File: src/rtl/foc_sched_pkg.sv
// Shared types and defaults for the FOC current-loop scheduler.
// State enum, default word width/timeout and overrun counter width.
package foc_sched_pkg;

  localparam int FOC_DATA_WIDTH     = 16;
  localparam int FOC_TIMEOUT_CYCLES = 64;
  localparam int OVERRUN_CNT_W      = 16;

  typedef enum logic [2:0] {
    IDLE        = 3'd0,
    WAIT_SAMPLE = 3'd1,
    LAUNCH      = 3'd2,
    WAIT_RESULT = 3'd3,
    DONE        = 3'd4
  } state_t;

endpackage

File: src/rtl/foc_sched_timeout_cnt.sv
// Result-wait timer: cleared on launch, counts while enabled, flags expiry
// when the count reaches TIMEOUT_CYCLES-1 (holds there until cleared).
module foc_sched_timeout_cnt
  import foc_sched_pkg::*;
#(
  parameter int TIMEOUT_CYCLES = FOC_TIMEOUT_CYCLES
) (
  input  logic clk,
  input  logic rst,
  input  logic clear,
  input  logic enable,
  output logic expire
);

  localparam int CNT_W = (TIMEOUT_CYCLES > 1) ? $clog2(TIMEOUT_CYCLES) : 1;
  localparam logic [CNT_W-1:0] LAST = CNT_W'(TIMEOUT_CYCLES - 1);

  logic [CNT_W-1:0] count;

  assign expire = (count == LAST);

  always_ff @(posedge clk or posedge rst) begin
    if (rst) begin
      count <= '0;
    end else if (clear) begin
      count <= '0;
    end else if (enable && !expire) begin
      count <= count + CNT_W'(1);
    end
  end

endmodule

File: src/rtl/foc_current_loop_scheduler.sv
// Sequences one FOC current-loop iteration per PWM tick: sample, launch the
// clark/park datapath, collect Id/Iq. Optional macro FOC_SCHED_OVERRUN_CNT_EN.
module foc_current_loop_scheduler
  import foc_sched_pkg::*;
#(
  parameter int DATA_WIDTH     = FOC_DATA_WIDTH,
  parameter int TIMEOUT_CYCLES = FOC_TIMEOUT_CYCLES
) (
  input  logic                         sys_clk,
  input  logic                         reset,
  input  logic                         pwm_tick_in,
  input  logic                         sample_valid_in,
  input  logic signed [DATA_WIDTH-1:0] phase_a_current_in,
  input  logic signed [DATA_WIDTH-1:0] phase_b_current_in,
  input  logic signed [DATA_WIDTH-1:0] angle_sin_in,
  input  logic signed [DATA_WIDTH-1:0] angle_cos_in,
  output logic signed [DATA_WIDTH-1:0] phase_a_current_out,
  output logic signed [DATA_WIDTH-1:0] phase_b_current_out,
  output logic signed [DATA_WIDTH-1:0] angle_sin_out,
  output logic signed [DATA_WIDTH-1:0] angle_cos_out,
  output logic                         transaction_enable_out,
  input  logic signed [DATA_WIDTH-1:0] current_d_in,
  input  logic signed [DATA_WIDTH-1:0] current_q_in,
  input  logic                         transaction_valid_in,
  output logic signed [DATA_WIDTH-1:0] current_d_out,
  output logic signed [DATA_WIDTH-1:0] current_q_out,
  output logic                         loop_done_out,
  output logic                         busy_out,
  input  logic                         err_clr_in,
  output logic                         timeout_err_out
`ifdef FOC_SCHED_OVERRUN_CNT_EN
  ,
  output logic [OVERRUN_CNT_W-1:0]     overrun_cnt_out
`endif
);

  state_t state, state_nxt;

  logic valid_p1;
  logic valid_edge;
  logic timer_clr;
  logic timer_en;
  logic timer_expire;
  logic latch_sample;
  logic latch_result;
  logic set_timeout;

  // Only a fresh rising edge of the datapath valid is a result.
  assign valid_edge = transaction_valid_in & ~valid_p1;

  foc_sched_timeout_cnt #(
    .TIMEOUT_CYCLES(TIMEOUT_CYCLES)
  ) u_timeout (
    .clk    (sys_clk),
    .rst    (reset),
    .clear  (timer_clr),
    .enable (timer_en),
    .expire (timer_expire)
  );

  always_ff @(posedge sys_clk or posedge reset) begin
    if (reset) begin
      state    <= IDLE;
      valid_p1 <= 1'b0;
    end else begin
      state    <= state_nxt;
      valid_p1 <= transaction_valid_in;
    end
  end

  always_comb begin
    state_nxt    = state;
    latch_sample = 1'b0;
    latch_result = 1'b0;
    set_timeout  = 1'b0;
    timer_clr    = 1'b0;
    timer_en     = 1'b0;
    case (state)
      IDLE: begin
        if (pwm_tick_in) state_nxt = WAIT_SAMPLE;
      end
      WAIT_SAMPLE: begin
        if (sample_valid_in) begin
          latch_sample = 1'b1;
          state_nxt    = LAUNCH;
        end
      end
      LAUNCH: begin
        timer_clr = 1'b1;
        state_nxt = WAIT_RESULT;
      end
      WAIT_RESULT: begin
        timer_en = 1'b1;
        // A result edge in the expiry cycle still counts as success.
        if (valid_edge) begin
          latch_result = 1'b1;
          state_nxt    = DONE;
        end else if (timer_expire) begin
          set_timeout = 1'b1;
          state_nxt   = IDLE;
        end
      end
      DONE: begin
        state_nxt = IDLE;
      end
      default: begin
        state_nxt = IDLE;
      end
    endcase
  end

  assign transaction_enable_out = (state == LAUNCH);
  assign loop_done_out          = (state == DONE);
  assign busy_out               = (state != IDLE);

  always_ff @(posedge sys_clk or posedge reset) begin
    if (reset) begin
      phase_a_current_out <= '0;
      phase_b_current_out <= '0;
      angle_sin_out       <= '0;
      angle_cos_out       <= '0;
    end else if (latch_sample) begin
      phase_a_current_out <= phase_a_current_in;
      phase_b_current_out <= phase_b_current_in;
      angle_sin_out       <= angle_sin_in;
      angle_cos_out       <= angle_cos_in;
    end
  end

  always_ff @(posedge sys_clk or posedge reset) begin
    if (reset) begin
      current_d_out <= '0;
      current_q_out <= '0;
    end else if (latch_result) begin
      current_d_out <= current_d_in;
      current_q_out <= current_q_in;
    end
  end

  always_ff @(posedge sys_clk or posedge reset) begin
    if (reset) begin
      timeout_err_out <= 1'b0;
    end else if (set_timeout) begin
      timeout_err_out <= 1'b1;
    end else if (err_clr_in) begin
      timeout_err_out <= 1'b0;
    end
  end

`ifdef FOC_SCHED_OVERRUN_CNT_EN
  logic [OVERRUN_CNT_W-1:0] overrun_cnt;

  always_ff @(posedge sys_clk or posedge reset) begin
    if (reset) begin
      overrun_cnt <= '0;
    end else if (err_clr_in) begin
      overrun_cnt <= '0;
    end else if (pwm_tick_in && (state != IDLE) && (overrun_cnt != '1)) begin
      overrun_cnt <= overrun_cnt + OVERRUN_CNT_W'(1);
    end
  end

  assign overrun_cnt_out = overrun_cnt;
`endif

endmodule

File: config.mk
export PLATFORM = sky130hd
export DESIGN_NAME = foc_current_loop_scheduler
export DESIGN_NICKNAME = d
export VERILOG_FILES = /design/src/rtl/foc_sched_pkg.sv /design/src/rtl/foc_sched_timeout_cnt.sv /design/src/rtl/foc_current_loop_scheduler.sv
export SDC_FILE = /design/constraint.sdc
export NUM_CORES = 1
export LEC_CHECK = 0
export ABC_CLOCK_PERIOD_IN_PS = 5300
export CAP_MARGIN = 15
export CORE_ASPECT_RATIO = 1.1
export CORE_MARGIN = 2
export CORE_UTILIZATION = 43
export CTS_BUF_LIST = sky130_fd_sc_hd__clkbuf_8
export CTS_CLUSTER_DIAMETER = 60
export DETAILED_ROUTE_END_ITERATION = 8
export GPL_ROUTABILITY_DRIVEN = 0
export GPL_TIMING_DRIVEN = 0
export PLACE_DENSITY = 0.79
export SETUP_SLACK_MARGIN = 0.3
export SKIP_LAST_GASP = 1
export SYNTH_ARGS = -nofsm -noshare
export SYNTH_HDL_FRONTEND = slang
export SYNTH_HIERARCHICAL = 1
export SYNTH_SLANG_ARGS = --single-unit
File: constraint.sdc
create_clock -name sys_clk -period 5.3 [get_ports sys_clk]
set_input_delay 1.59 -clock sys_clk [delete_from_list [all_inputs] [get_ports sys_clk]]
set_output_delay 1.59 -clock sys_clk [all_outputs]
set_load 0.05 [all_outputs]
Yosys cells after proc, flatten, opt, wreduce, memory -nomap -nowiden
Cells that the tools add are included.
W data, S select, Z words.

cells by class
  add/subtract/negate cells = 1
  equality and inequality tests = 8
  muxes and demuxes = 18
  bitwise logic cells = 2
  reduce and logical (&&, ||, !) cells = 7

operator list
  cell                   count
  $mux W3                4
  $mux W6                2
  $pmux W3 S4            1
  $mux W1                11
  $add A6 B1 Y6 const B  1
  $eq A3 B2 Y1 const B   2
  $eq A6 B6 Y1 const B   1
  $ne A2 B2 Y1 const B   2
  $reduce_bool A2 Y1     2
  $eq A3 B1 Y1 const B   1
  $eq A3 B3 Y1 const B   1
  $logic_not A3 Y1       1
  $ne A3 B2 Y1 const B   1
  $reduce_and A3 Y1      1
  $reduce_bool A3 Y1     1
  $and A1 B1 Y1          1
  $logic_and A1 B1 Y1    1
  $logic_not A1 Y1       1
  $not A1 Y1             1

word-level totals
  flip-flop bits (word level) = 107
  bits of input ports = 102
  output and inout port bits = 100
  logic and storage cells = 46

Depth between registers and ports, before layout
Gate-level depths: netlist (run 1).

  depth in word-level cells = 5
  depth in mapped cells = 6
  mapped depth without buffers = 5

Hierarchy
The synthesis (run 1) kept the hierarchy.

modules (own cells, without submodules)
  module                      instances  cells each  area an instance (um^2)  seq. area each (um^2)
  foc_current_loop_scheduler  1          227         4137.7                   2527.4
  foc_sched_timeout_cnt       1          37          369.1                    150.1

Worst setup path before layout (run 1)
OpenSTA, ideal clock, no wires.

  path kind = register to output
  start point = register state[0]
  end point = output port transaction_enable_out
  data arrival time = 2.018 ns
  required time = 3.710 ns
  slack = 1.692 ns
  cell stages (with the launch flop) = 2
  buffers on the path = 0
  cell sequence = dfrtp_1 nor3b_1

between the ends
  word-level cells in the longest chain between the ends = 1

RTL lines
  what                    RTL line                           source
  start, declared         foc_current_loop_scheduler.sv:37   state_t state, state_nxt;
  start signal, assigned  foc_current_loop_scheduler.sv:66   state <= state_nxt;
  $eq A3 B2 Y1            foc_current_loop_scheduler.sv:112  assign transaction_enable_out = (state == LAUNCH);
  end, declared           foc_current_loop_scheduler.sv:21   output logic transaction_enable_out,

No other way between the ends.

Worst setup path in the final report (run 1)
Same ends and word-level chain as after synthesis.

==> reports/metrics.cfg, run 1 <==
[status]
status = complete, no violations

[yosys]
synth_fa_ha_area_frac = 0.00278
synth_top_family_by_area = multiplexers
synth.top_cells.by_area = dfrtp_1, mux2_4, mux2_2, buf_12, buf_6
yosysWarnings = 6
synthMuxAreaShare = 0.290
synth_seq_cells = 107
avgSynthCellArea_um2 = 17.1
synth_area_mm2 = 0.00451
synthXorXnorAreaFrac = 0
synth_compound_area_frac = 0.0267
syn_inst = 264
ys_async_sr_fraction = 1.00
synthSimpleGateAreaFrac = 0.0425
yosys.area.top_type = dfrtp_1
syn-num-nets = 367
synthFlopType = dfrtp_1
yosysSeqAreaShare = 0.594
synth-edff-count = 0
ys_types = 34
synth_top_area_share = 0.594

[route]
drt_iter0_drc = 85
dr.pass1.iters = 4
via_per_inst = 4.82
drc = 0
num_vias = 3011
routed_wirelength_um = 10600
ant_nets = 0
wire_per_inst_um = 16.9

[pwr]
p_int_mw = 2.70
peakVddDrop_mv = 0.418
clkPwrFrac = 0.089
finalPower_mw = 5.04
power_density_mw_per_mm2 = 730
p_leak_nw = 2.94
switching_share = 0.465
combPwrFrac = 0.625
power_frac_seq = 0.286
power.switching_mw = 2.35

[place]
place_hpwl_um = 8000
dpl_worst_slack_ns = 1.51
dpl.cell_count = 609
placed_area_mm2 = 0.00673
io_buffers = 201

[clocking]
cts_resized = 0
clock_path_buffers = 2
ctsHoldBuffers = 0
path_clk_slew_ns = 0.09
cts_made_buffers = 9
post_cts_buffers = 0
cts_tree = yes
htree_levels = 3
clkSinkCount = 107
root_buffer = clkbuf_8
clk_latency_ns = 0.36

[setup_path]
r2r_setup_slack_ns = 3.31
critPathMaxFanout = 8
crit_path_max_incr_delay_ns = 0.96
critPathKind = reg2out
cp_slowest_cell = clkdlybuf4s50_1
arrival_ns = 2.59
path_cells = nor3b_1 > clkdlybuf4s50_1
worstPathRequired_ns = 3.71
crit_path_start_kind = register
end_kind = output port

[sta]
slew_headroom = 0.368
setup_viol = 0
finalCriticalPeriod_ns = 4.18
final.period_utilization = 0.788
tns_ns = 0
tightestPinTransition_ns = 0.946
finClkSkew_ns = 0.00903
rsz0062_at_grt = false
hold_viol = 0
hold_ws_ns = 0.509
clock.fmax_mhz = 239
maxSlewViolCount = 0
worst_slack_ns = 1.12

[global_routing]
grt_max_degree = 55
grt_antenna_before_repair = 0
grt_pass1_vias = 3293
gr-usage-all-layers = 0.190
grt_overflow = 0
grt_pass1_wl_um = 16800

[die]
die_area_mm2 = 0.0113
die_w_um = 102
die_y_um = 111
ios = 202
initial_core_util = 0.438
core_mm2 = 0.0103
rows = 39

[finish]
finalNetCount = 580
antenna_cells = 0
fin_util = 0.670
stdcell_count = 625
design_area_mm2 = 0.00690
layout_common_cells = clkdlybuf4s50_1, dfrtp_1, mux2_4
layout_commonest_cell = clkdlybuf4s50_1
drive_gt1_frac = 0.272
area_growth_pct = 53.1

[flow_run]
max-cap-violations = 0

[hold_path]
min_path_type = reg2reg

==> flip-flops by register name (all words and copies together), names as in the netlist, 3 cells and up <==
register / flops
angle_cos_out: 16
angle_sin_out: 16
current_d_out: 16
current_q_out: 16
phase_a_current_out: 16
phase_b_current_out: 16
state: 3
u_timeout/count: 6
==> cell type report <==
cell class                      instances  area (um2)
Sequential cell                       107        2680
Inverter                                6        25.0
Clock buffer                           11         151
Timing Repair Buffer                  202        2040
Clock inverter                          5        21.3
Multi-Input combinational cell        140        1630
Fill cell                             737        3400
Tap cell                              143         179
Buffer                                 11         176
==> worst max-delay path: cells and delay by family (launching register included) <==
kind,cells,cell delay (ns)
buf+inv,1,0.96
simple gates,1,0.80
flops,1,0.47
==> cell usage after synthesis (2+ instances only) <==
master / count
nor3b_1: 4
and4_4: 2
nor2_1: 3
buf_6: 5
mux2_4: 60
o211a_1: 2
nand2_1: 3
dfrtp_1: 107
nand4_1: 2
buf_12: 6
a21oi_1: 2
a31oi_1: 2
inv_1: 6
o311ai_1: 2
nor3_1: 3
nand3_1: 2
mux2_2: 36
==> cells by family (layout without fill, tap and decap cells) <==
logic type / after synthesis / in the layout
flops: 107 / 107
mux: 96 / 96
simple gates: 28 / 28
buf+inv: 17 / 235
compound gates: 15 / 15
fa+ha+maj: 1 / 1
==> power by group through the flow <==
stage | Clock (mW) | Combinational (mW) | Sequential, mW
after floorplan | 0 | 0.834 | 2.76
after global placement | 0 | 3.12 | 1.44
after detailed placement | 0 | 3.16 | 1.46
after CTS | 0.467 | 3.17 | 1.45
after global routing | 0.495 | 3.26 | 1.50
final | 0.447 | 3.15 | 1.44
==> metal layers <==
metal,global-route usage,routed length (um),vias to the layer above
li1,-,-,1367
met1,0.217,3970,1510
met2,0.332,5580,117
met3,0.0521,774,17
met4,0.0793,230,0
met5,0,0,-
==> final timing paths <==
check	start	endpoint	depth (start not counted)
max	state[0]$_DFFE_PP0P_	transaction_enable_out	2
min	current_d_out[0]$_DFFE_PP0P_	current_d_out[0]$_DFFE_PP0P_	1
max reg2reg	state[0]$_DFFE_PP0P_	u_timeout/count[1]$_DFFE_PP0P_	4
min reg2reg	current_d_out[0]$_DFFE_PP0P_	current_d_out[0]$_DFFE_PP0P_	1
max in group asynchronous	reset	phase_a_current_out[13]$_DFFE_PP0P_	3
min in group asynchronous	reset	u_timeout/count[0]$_DFFE_PP0P_	2
Power figures use the tool's default switching activity.
==> run 2, diff against run 1 <==
--- a/config.mk
+++ b/config.mk
@@ -5,7 +5,7 @@
 export SDC_FILE = /design/constraint.sdc
 export NUM_CORES = 1
 export LEC_CHECK = 0
-export ABC_CLOCK_PERIOD_IN_PS = 5300
+export ABC_CLOCK_PERIOD_IN_PS = 4000
 export CAP_MARGIN = 15
 export CORE_ASPECT_RATIO = 1.1
 export CORE_MARGIN = 2
==> constraint.sdc (replaced) <==
create_clock -name sys_clk -period 4 [get_ports sys_clk]
set_input_delay 1.2 -clock sys_clk [delete_from_list [all_inputs] [get_ports sys_clk]]
set_output_delay 1.2 -clock sys_clk [all_outputs]
set_load 0.05 [all_outputs]
==> reports/metrics.cfg, run 2 (synthesized netlist as in run 1, its figures left out) <==
[status]
status = complete, no violations

[setup_path]
critPathKind = reg2out
critPathMaxFanout = 8  ; unchanged
arrival_ns = 2.25  ; -0.34 ns
worstPathRequired_ns = 2.80  ; -0.91 ns
end_kind = output port
crit_path_start_kind = register

[route]
ant_nets = 0  ; unchanged
via_per_inst = 4.82  ; about the same
num_vias = 3012  ; +0.033%
drc = 0  ; unchanged
routed_wirelength_um = 10600  ; +0.53%
drt_iter0_drc = 88  ; +3.5%
wire_per_inst_um = 17.0  ; +0.53%
dr.pass1.iters = 4  ; unchanged

[global_routing]
grt_pass1_wl_um = 16600  ; -1.2%
grt_max_degree = 38  ; -31%
grt_overflow = 0  ; unchanged
grt_antenna_before_repair = 0  ; unchanged
grt_pass1_vias = 3252  ; -1.2%
gr-usage-all-layers = 0.192  ; +0.00110

[clocking]
htree_levels = 3  ; unchanged
clk_latency_ns = 0.37  ; about the same
clkSinkCount = 107  ; unchanged
root_buffer = clkbuf_8
path_clk_slew_ns = 0.09  ; about the same
cts_tree = yes
clock_path_buffers = 2  ; unchanged
post_cts_buffers = 0  ; unchanged
cts_made_buffers = 9  ; unchanged
ctsHoldBuffers = 0  ; unchanged
cts_resized = 1  ; +1

[die]
rows = 39  ; unchanged
core_mm2 = 0.0103  ; unchanged
die_area_mm2 = 0.0113  ; unchanged
ios = 202  ; unchanged
die_y_um = 111  ; unchanged
initial_core_util = 0.438  ; unchanged
die_w_um = 102  ; unchanged

[sta]
finClkSkew_ns = 0.0127  ; +0.00363 ns
tns_ns = 0  ; unchanged
slew_headroom = 0.497  ; +0.129
tightestPinTransition_ns = 0.753  ; -0.193 ns
final.period_utilization = 0.862
worst_slack_ns = 0.552  ; -0.569 ns
maxSlewViolCount = 0  ; unchanged
finalCriticalPeriod_ns = 3.45
setup_viol = 0  ; unchanged
hold_viol = 0  ; unchanged
rsz0062_at_grt = false
clock.fmax_mhz = 290

[finish]
layout_common_cells = clkdlybuf4s50_1, dfrtp_1, mux2_4
area_growth_pct = 54.8
finalNetCount = 581  ; +0.17%
layout_commonest_cell = clkdlybuf4s50_1
antenna_cells = 0  ; unchanged
drive_gt1_frac = 0.280  ; +0.00830

[pwr]
peakVddDrop_mv = 0.550  ; +31%
p_leak_nw = 2.96  ; +0.69%
power_density_mw_per_mm2 = 982  ; +34%

[place]
dpl_worst_slack_ns = 0.575  ; -0.940 ns
io_buffers = 201  ; unchanged
place_hpwl_um = 8080  ; +0.96%

[flow_run]
max-cap-violations = 0  ; unchanged

[hold_path]
min_path_type = reg2reg

==> run 2: path summary, 6_finish.rpt <==
check,slack (ns),to,from,cells after the start
worst max-delay path,0.55,transaction_enable_out,state[2]$_DFFE_PP0P_,2
worst min-delay path,0.51,angle_sin_out[10]$_DFFE_PP0P_,angle_sin_out[10]$_DFFE_PP0P_,1
worst max register to register,2.29,angle_sin_out[0]$_DFFE_PP0P_,state[1]$_DFFE_PP0P_,5
worst min register to register,0.51,angle_sin_out[10]$_DFFE_PP0P_,angle_sin_out[10]$_DFFE_PP0P_,1
max in group asynchronous,1.81,angle_sin_out[3]$_DFFE_PP0P_,reset,4
min in group asynchronous,1.13,u_timeout/count[2]$_DFFE_PP0P_,reset,2
==> run 2: final cells by class <==
cell class                 instances  area [um2]
buffer                            11         176
timing repair buffer             203        2050
clock buffer                       9         124
fill                             731        3320
clock inverter                     6         105
sequential                       107        2680
inverter                           6        26.3
tap                              143         179
multi-input combinational        140        1640
==> run 2: routing by layer <==
metal,GRT usage,up-vias,wire length (um)
li1,-,1382,-
met1,0.224,1492,4080
met2,0.327,127,5490
met3,0.0603,11,890
met4,0.0703,0,159
met5,0,-,0
==> run 2: report_power, final <==
| part | switching, mW | leakage, nW | internal, mW |
|---|---|---|---|
| Combinational | 2.45 | 1.56 | 1.71 |
| Sequential | 0.313 | 1.28 | 1.61 |
| Clock | 0.351 | 0.119 | 0.409 |
==> run 2: stage by stage <==
| step | instances | hold slack, ns | utilization | instance area, um2 | power [mW] |
|---|---|---|---|---|---|
| 2_1_floorplan | 264 | 0.501 | - | 4510 | 4.76 |
| 3_3_place_gp | 608 | 0.489 | 0.651 | 6700 | 6.04 |
| 3_5_place_dp | 610 | 0.491 | 0.655 | 6740 | 6.12 |
| 4_1_cts | 625 | 0.515 | 0.677 | 6980 | 6.91 |
| 5_1_grt | 625 | 0.523 | 0.677 | 6980 | 7.13 |
| 6_report | 625 | 0.513 | 0.677 | 6980 | 6.85 |
==> run 2: critical path, stage by stage (launching register included) <==
cell and delay, ns:
dfrtp_1 0.46, nor3b_2 0.52, clkdlybuf4s50_1 0.91
==> run 3, diff against run 2 <==
--- a/config.mk
+++ b/config.mk
@@ -11,7 +11,7 @@
 export CORE_MARGIN = 2
 export CORE_UTILIZATION = 43
 export CTS_BUF_LIST = sky130_fd_sc_hd__clkbuf_8
-export CTS_CLUSTER_DIAMETER = 60
+export CTS_CLUSTER_DIAMETER = 120
 export DETAILED_ROUTE_END_ITERATION = 8
 export GPL_ROUTABILITY_DRIVEN = 0
 export GPL_TIMING_DRIVEN = 0
==> constraint.sdc (replaced) <==
create_clock -name sys_clk -period 4 [get_ports sys_clk]
set_input_delay 1.2 -clock sys_clk [delete_from_list [all_inputs] [get_ports sys_clk]]
set_output_delay 1.2 -clock sys_clk [all_outputs]
set_load 0.005 [all_outputs]
==> reports/metrics.cfg, run 3 (synthesized netlist as in run 1, its figures left out) <==
[status]
status = complete, no violations

[setup_path]
worstPathRequired_ns = 2.80  ; about the same
critPathKind = reg2out
reg2regPathDepth = 4  ; -1
end_kind = output port
crit_path_start_kind = register
arrival_ns = 2.31  ; +0.06 ns
critPathMaxFanout = 8  ; unchanged

[clocking]
path_clk_slew_ns = 0.09  ; about the same
root_buffer = clkbuf_8
cts_tree = yes
htree_levels = 3  ; unchanged
post_cts_buffers = 0  ; unchanged
cts_resized = 0  ; -1
clock_path_buffers = 2  ; unchanged
clk_latency_ns = 0.36  ; about the same
clkSinkCount = 107  ; unchanged
ctsHoldBuffers = 0  ; unchanged
cts_made_buffers = 9  ; unchanged

[hold_path]
min_path_type = reg2reg
whs_path_depth = 1  ; unchanged

[route]
num_vias = 2998  ; -0.46%
drt_iter0_drc = 87  ; -1.1%
dr.pass1.iters = 4  ; unchanged
drc = 0  ; unchanged
via_per_inst = 4.80  ; -0.46%
wire_per_inst_um = 16.9  ; -0.52%
ant_nets = 0  ; unchanged
routed_wirelength_um = 10600  ; -0.52%

[sta]
tightestPinTransition_ns = 0.994  ; +0.241 ns
slew_headroom = 0.336  ; -0.161
setup_viol = 0  ; unchanged
clock.fmax_mhz = 285  ; -1.9%
rsz0062_at_grt = false
maxSlewViolCount = 0  ; unchanged
finClkSkew_ns = 0.0124  ; -0.000289 ns
finalCriticalPeriod_ns = 3.51  ; +0.0655 ns
final.period_utilization = 0.878  ; +0.0164
hold_viol = 0  ; unchanged
tns_ns = 0  ; unchanged

[pwr]
peakVddDrop_mv = 0.380  ; -31%
p_leak_nw = 2.96  ; about the same
power_density_mw_per_mm2 = 728  ; -26%

[finish]
area_growth_pct = 54.7  ; about the same
multi_input_area_mm2 = 0.00163  ; -0.31%
stdcell_count = 625  ; unchanged
drive_gt1_frac = 0.278  ; -0.00207
nFillCells = 732  ; +0.14%
layout_commonest_cell = clkdlybuf4s50_1
ff_latch_area_mm2 = 0.00268  ; unchanged
finalNetCount = 581  ; unchanged
antenna_cells = 0  ; unchanged
layout_common_cells = clkdlybuf4s50_1, dfrtp_1, mux2_4

[place]
io_buffers = 201  ; unchanged
dpl.cell_count = 610  ; unchanged
place_hpwl_um = 8080  ; unchanged

[die]
ios = 202  ; unchanged
initial_core_util = 0.438  ; unchanged
core_mm2 = 0.0103  ; unchanged
rows = 39  ; unchanged
die_y_um = 111  ; unchanged
die_w_um = 102  ; unchanged
die_area_mm2 = 0.0113  ; unchanged

[global_routing]
grt_pass1_vias = 3252  ; unchanged
grt_pass1_wl_um = 16600  ; unchanged
gr-usage-all-layers = 0.192  ; unchanged
grt_antenna_before_repair = 0  ; unchanged
grt_max_degree = 38  ; unchanged
grt_overflow = 0  ; unchanged

[flow_run]
max-cap-violations = 0  ; unchanged

==> run 3: layout make-up <==
type	instances	area share
flip-flops and latches	107	0.384
multi-input cells	140	0.234
clock buffers	9	0.0178
inverters	6	0.00377
well taps	143	0.0257
plain buffers	11	0.0253
clock inverters	6	0.0151
repair buffers	203	0.294
==> run 3: worst paths after layout <==
path	startpoint	end	slack, ns
min	angle_cos_out[3]$_DFFE_PP0P_	angle_cos_out[3]$_DFFE_PP0P_	0.51
min in group asynchronous	reset	u_timeout/count[2]$_DFFE_PP0P_	1.13
min reg2reg	angle_cos_out[3]$_DFFE_PP0P_	angle_cos_out[3]$_DFFE_PP0P_	0.51
max reg2reg	state[2]$_DFFE_PP0P_	u_timeout/count[1]$_DFFE_PP0P_	2.00
max	state[2]$_DFFE_PP0P_	transaction_enable_out	0.49
max in group asynchronous	reset	angle_sin_out[3]$_DFFE_PP0P_	1.82
==> run 3: per-layer routing <==
layer,vias to the layer above,track usage,part of all wire,wire length (um)
li1,1379,-,-,-
met1,1491,0.224,0.38,4060
met5,-,0,0,0
met2,118,0.327,0.52,5510
met4,0,0.0703,0.013,140
met3,10,0.0603,0.081,850
==> run 3: metrics by stage <==
| stage | cell area, um2 | utilization | total power [mW] | hold slack, ns | worst slack [ns] |
|---|---|---|---|---|---|
| 5_1_grt | 6970 | 0.677 | 5.36 | 0.523 | 0.330 |
| 3_5_place_dp | 6740 | 0.655 | 4.35 | 0.491 | 0.877 |
| 2_1_floorplan | 4510 | - | 3.01 | 0.501 | 1.60 |
| 6_report | 6970 | 0.677 | 5.07 | 0.512 | 0.487 |
| 4_1_cts | 6970 | 0.677 | 5.14 | 0.515 | 0.451 |
| 3_3_place_gp | 6700 | 0.651 | 4.27 | 0.489 | 0.581 |
==> run 3: where the power goes <==
| group | internal, mW | switching, mW | leakage (nW) |
|---|---|---|---|
| sequential | 1.61 | 0.311 | 1.28 |
| clock | 0.409 | 0.348 | 0.119 |
| combinational | 1.71 | 0.683 | 1.55 |
==> run 3: worst max-delay path: stages, from the launching register on <==
cell	delay, ns
dfrtp_1	0.46
nor3b_1	0.84
clkdlybuf4s50_1	0.66
